===== config.mk =====
export PLATFORM = sky130hd
export DESIGN_NAME = flat_stim_seq
export DESIGN_NICKNAME = d
export VERILOG_FILES = /design/src/rtl/flat_stim_seq.sv
export SDC_FILE = /design/constraint.sdc
export NUM_CORES = 1
export LEC_CHECK = 0
export BUFFER_PORTS_ARGS = -buffer_cell sky130_fd_sc_hd__clkbuf_2
export CAP_MARGIN = 15
export CORE_UTILIZATION = 50
export DETAILED_ROUTE_END_ITERATION = 16
export GPL_TIMING_DRIVEN = 0
export PLACE_DENSITY = 0.73
export SLEW_MARGIN = 20
export SYNTH_ARGS = -nofsm -noshare
export SYNTH_HDL_FRONTEND = slang
export SYNTH_SLANG_ARGS = --single-unit

===== constraint.sdc =====
create_clock -name clk -period 4.5 [get_ports clk]
set_input_delay 0.9 -clock clk [delete_from_list [all_inputs] [get_ports clk]]
set_output_delay 0.9 -clock clk [all_outputs]
set_load 0.01 [all_outputs]

===== src/rtl/flat_stim_seq.sv =====
// Stimulus sequencer driving a flattened wrapper input bus with sweep or LFSR vectors.
// One campaign per accepted start, delivered under a valid/ready handshake.
module flat_stim_seq #(
   parameter int          IN_W    = 4,
   parameter logic [IN_W-1:0] TAPS = 4'b1100,
   parameter int          NUM_VEC = 16,
   parameter int          CNT_W   = IN_W + 1
) (
   input  logic             clk,
   input  logic             rst_n,
   input  logic             start,
   input  logic             mode,
   input  logic [IN_W-1:0]  seed,
   output logic [IN_W-1:0]  in_flat,
   output logic             out_valid,
   input  logic             out_ready,
   output logic             busy,
   output logic             done,
   output logic [CNT_W-1:0] vec_count
);

   typedef enum logic [1:0] {
      S_IDLE = 2'd0,
      S_RUN  = 2'd1,
      S_DONE = 2'd2
   } state_t;

   localparam logic [CNT_W-1:0] LAST_CNT = CNT_W'(NUM_VEC - 1);
   localparam logic [CNT_W-1:0] CNT_ONE  = {{(CNT_W-1){1'b0}}, 1'b1};
   localparam logic [IN_W-1:0]  VEC_ONE  = {{(IN_W-1){1'b0}}, 1'b1};
   localparam logic [IN_W-1:0]  VEC_ZERO = {IN_W{1'b0}};

   // Fibonacci step: shift left, feedback is the parity of the tapped bits.
   function automatic logic [IN_W-1:0] lfsr_step(input logic [IN_W-1:0] v);
      return {v[IN_W-2:0], ^(v & TAPS)};
   endfunction

   // A zero seed would lock the LFSR, so it is promoted to one.
   function automatic logic [IN_W-1:0] seed_fix(input logic [IN_W-1:0] s);
      return (s == VEC_ZERO) ? VEC_ONE : s;
   endfunction

   state_t           r_state;
   logic [IN_W-1:0]  r_in_flat;
   logic             r_valid;
   logic             r_busy;
   logic             r_done;
   logic             r_mode;
   logic [CNT_W-1:0] r_vec_count;

   logic             w_xfer;
   logic             w_last;
   logic [IN_W-1:0]  w_next;

   assign w_xfer = r_valid & out_ready;
   assign w_last = r_mode ? (r_vec_count == LAST_CNT) : (&r_in_flat);
   assign w_next = r_mode ? lfsr_step(r_in_flat) : (r_in_flat + VEC_ONE);

   // Campaign FSM with all outputs registered.
   always_ff @(posedge clk or negedge rst_n) begin
      if (!rst_n) begin
         r_state     <= S_IDLE;
         r_in_flat   <= VEC_ZERO;
         r_valid     <= 1'b0;
         r_busy      <= 1'b0;
         r_done      <= 1'b0;
         r_mode      <= 1'b0;
         r_vec_count <= {CNT_W{1'b0}};
      end else begin
         case (r_state)
            S_IDLE: begin
               r_done <= 1'b0;
               if (start) begin
                  r_state     <= S_RUN;
                  r_mode      <= mode;
                  r_in_flat   <= mode ? seed_fix(seed) : VEC_ZERO;
                  r_valid     <= 1'b1;
                  r_busy      <= 1'b1;
                  r_vec_count <= {CNT_W{1'b0}};
               end
            end
            S_RUN: begin
               if (w_xfer) begin
                  r_vec_count <= r_vec_count + CNT_ONE;
                  if (w_last) begin
                     r_valid <= 1'b0;
                     r_busy  <= 1'b0;
                     r_done  <= 1'b1;
                     r_state <= S_DONE;
                  end else begin
                     r_in_flat <= w_next;
                  end
               end
            end
            S_DONE: begin
               r_done  <= 1'b0;
               r_state <= S_IDLE;
            end
            default: begin
               r_state <= S_IDLE;
               r_valid <= 1'b0;
               r_busy  <= 1'b0;
               r_done  <= 1'b0;
            end
         endcase
      end
   end

   assign in_flat   = r_in_flat;
   assign out_valid = r_valid;
   assign busy      = r_busy;
   assign done      = r_done;
   assign vec_count = r_vec_count;

endmodule


==> impl_metrics.csv <==
group,metric,value,unit
critical_path,cp.required,3.60,ns
timing,hold_viol,0,
critical_path,reg2reg_to,"in_flat[2]",
cts,cts_root_buffer,"clkbuf_4",
worst_hold_path,holdCritPathClass,"flop to flop",
pwr,peakVddDrop,300,uV
cts,max-clock-path-buffers,2,
worst_hold_path,hold_depth,1,
final_layout,fin_util,64.4,%
cts,post_cts_buffers,0,
detailed_routing,routed_wl,1700,um
global_route,grt_use_total,21.8,%
critical_path,crit_start,"busy",
logic_synthesis,ys_seq_elements,14,
logic_synthesis,synthCells,79,
critical_path,critPathMaxStageDelay,0.45,ns
critical_path,path_max_fanout,7,
cts,numCtsBuffers,3,
pwr,power_frac_comb,51.7,%
detailed_routing,drt_first_pass_iters,4,
cts,cts_tree,"done",
cts,clkLatencyLatePin,0.28,ns
detailed_routing,wire_per_inst,14.4,um
logic_synthesis,synth_common_cells,"dfrtp_1, nor2_1, o21ai_0",
logic_synthesis,synth_xor_area_share,3.09,%
timing,setup_slack,2.59,ns
timing,fin_crit_sh,42.4,%
timing,fmax,0.524,GHz
floorplan,die_area,0.00187,mm2
timing,setup_tns,0,ns
logic_synthesis,yosysUniqueCellTypes,30,
global_route,grt_overflow,0,
global_route,grt_max_degree,15,
final_layout,final.fill_count,129,
global_route,grt_first_pass_wirelength,2930,um
logic_synthesis,synth_compound_area_share,16.9,%
pwr,p_int,383,uW
timing,relSlewSlack,73.3,%
floorplan,die_x,43.2,um
timing,clock_skew,0.00554,ns
logic_synthesis,synth_top_family_by_area,"simple AND/OR/NAND/NOR gates",
critical_path,critPathCapture,"out_valid",
pwr,p_per_area,647,mW/mm2
logic_synthesis,synthSimpleGateAreaFrac,19.0,%
floorplan,core,0.00154,mm2
pwr,swShare,40.4,%
detailed_routing,drt-vias-per-instance,5.85,
critical_path,arrival,1.01,ns
timing,rsz0062_at_grt,"false",
placed_design,hpwlAfterDp,1300,um
logic_synthesis,ys_seq_area_share,41.2,%
global_route,antenna_found_initial,0,
critical_path,ff2ff_path_depth,6,
cts,clkTransAtPathRegs,0.09,ns
final_layout,final_cell_count_no_fill,118,
cts,cts_sinks,14,
logic_synthesis,syn_avg_cell_area,10.8,um2
placed_design,gp_congestion,0.818,
logic_synthesis,synth.most_common_cell,"dfrtp_1",
timing,finalSetupViolCount,0,
pwr,seqPwrFrac,37.0,%
critical_path,cp-end-kind,"output port",
pwr,p_leak,0.000500,uW
logic_synthesis,synth_area_leader_cell,"dfrtp_1",
logic_synthesis,async_flop_share,100,%
critical_path,r2r_start,"vec_count[0]",
critical_path,startpoint_type,"flop",
placed_design,dpl.cell_count,115,
critical_path,slowest_stage,"dfrtp_1",
logic_synthesis,yosysTopAreaCellShare,41.2,%
pwr,switchingPower,259,uW
floorplan,rows,14,
timing,slew_viol_final,0,
detailed_routing,vias,690,
final_layout,final_layout_size_suffix_gt1_share,35.3,%
floorplan,die_y,43.2,um
critical_path,path_cells,"buf_4 > clkbuf_2",
floorplan,ioPinCount,21,
logic_synthesis,synth_area,850,um2
run,cap_viol_max_count,0,
logic_synthesis,yosys.area_share.adder,5.89,%
timing,layout_min_cycle_time,1.91,ns
logic_synthesis,synthMuxAreaShare,8.98,%
final_layout,nets,117,
floorplan,start_util,55.1,%
logic_synthesis,synth_edf_count,0,
logic_synthesis,yosys_warnings,0,
cts,cts_hold_buf,0,
critical_path,regToRegSetupSlack,2.65,ns
final_layout,antennaDiodeCount,0,
detailed_routing,drcViolationCount,0,
logic_synthesis,synthFlopType,"dfrtp_1",
pwr,pwr-share-clk,11.3,%
detailed_routing,drtIter0Drc,22,
global_route,grt_pass1_vias,657,
placed_design,portBuffers,20,
status,status,"complete, no violations",
final_layout,syn_to_final_growth,16.8,%
detailed_routing,drtAntennaViolNets,0,
logic_synthesis,synth_area_leaders,"dfrtp_1, ha_1, mux2_4",
placed_design,pre_cts_ws,2.51,ns
cts,htreeDepth,1,
timing,worstMarginPinSlew,0.400,ns
logic_synthesis,synth_nets,92,
critical_path,worst-setup-path-type,"flop to output port",
cts,cts_resized,0,
## layout by cell type, fill, tap and decap left out
cell	synthesis	final
a21oi_4	2	2
clkbuf_2	0	20
and3_1	1	1
a22o_1	1	1
ha_1	4	4
and2b_2	1	1
nor3b_4	1	1
nor3_1	3	3
and3b_1	1	1
mux2_2	1	1
nand2_1	4	4
dfrtp_1	14	14
clkbuf_4	0	3
buf_6	2	2
a221oi_2	1	1
nor2_1	7	7
nand2b_1	3	3
o21ai_0	6	6
a211oi_1	1	1
buf_4	1	1
nand3_1	3	3
mux2i_1	2	2
and4b_1	1	1
nor2b_1	1	1
a32o_2	1	1
a21o_1	2	2
xor2_1	3	3
a21oi_1	3	3
inv_1	3	3
a31o_1	1	1
mux2_4	3	3
nand4_1	2	2
## critical path, delay by kind of cell (launching register included)
kind                   cells  cell delay, ns
buffers and inverters      2            0.27
DFF                        1            0.45
## cells by family after synthesis
| kind of cell | count (synthesis) |
|---|---|
| xor+xnor | 3 |
| buf+inv | 6 |
| simple gates | 28 |
| mux | 6 |
| fa+ha+maj | 4 |
| flops | 14 |
| compound gates | 18 |
## layer usage
| layer | vias to the layer above | GRT usage [%] | share of wire (%) |
|---|---|---|---|
| met3 | 2 | 3.83 | 4.6 |
| met1 | 330 | 28.1 | 45 |
| met5 | - | 0 | 0 |
| met2 | 24 | 34.6 | 49 |
| li1 | 334 | - | - |
| met4 | 0 | 10.9 | 1.1 |
## metrics by stage
| step | total power (uW) | cell area (um2) | hold slack [ns] |
|---|---|---|---|
| after global routing | 696 | 992 | 0.523 |
| final | 642 | 992 | 0.492 |
| after floorplan | 477 | 850 | 0.518 |
| after global placement | 560 | 970 | 0.465 |
| after CTS | 649 | 992 | 0.499 |
| after detailed placement | 577 | 970 | 0.479 |
## how the worst min path moves through the flow
stage / startpoint / end / slack [ns]
2_1_floorplan: done / done / 0.52
3_3_place_gp: done / done / 0.47
3_5_place_dp: done / done / 0.48
4_1_cts: done / done / 0.50
5_1_grt: done / done / 0.52
6_report: done / done / 0.49
## final cells by class
cell class	instances	area [um2]	share of cell area (%)
plain buffers	3	30.0	3.03
well taps	16	20.0	2.02
multi-input cells	59	458	46.2
flip-flops and latches	14	350	35.3
inverters	3	11.3	1.13
clock buffers	3	22.5	2.27
repair buffers	20	100	10.1
## power groups by stage
stage | logic [uW] | clock network, uW | registers (uW)
finish | 332 | 72.6 | 238
global route | 370 | 77.9 | 248
CTS | 337 | 73.2 | 238
detailed placement | 336 | 0 | 241
global placement | 323 | 0 | 236
floorplan | 229 | 0 | 247
## sequential cells by signal (all words and copies together) (netlist names)
register   count
busy           1
done           1
in_flat        4
r_mode         1
r_state        2
vec_count      5
(Power assumes the default switching activity.)
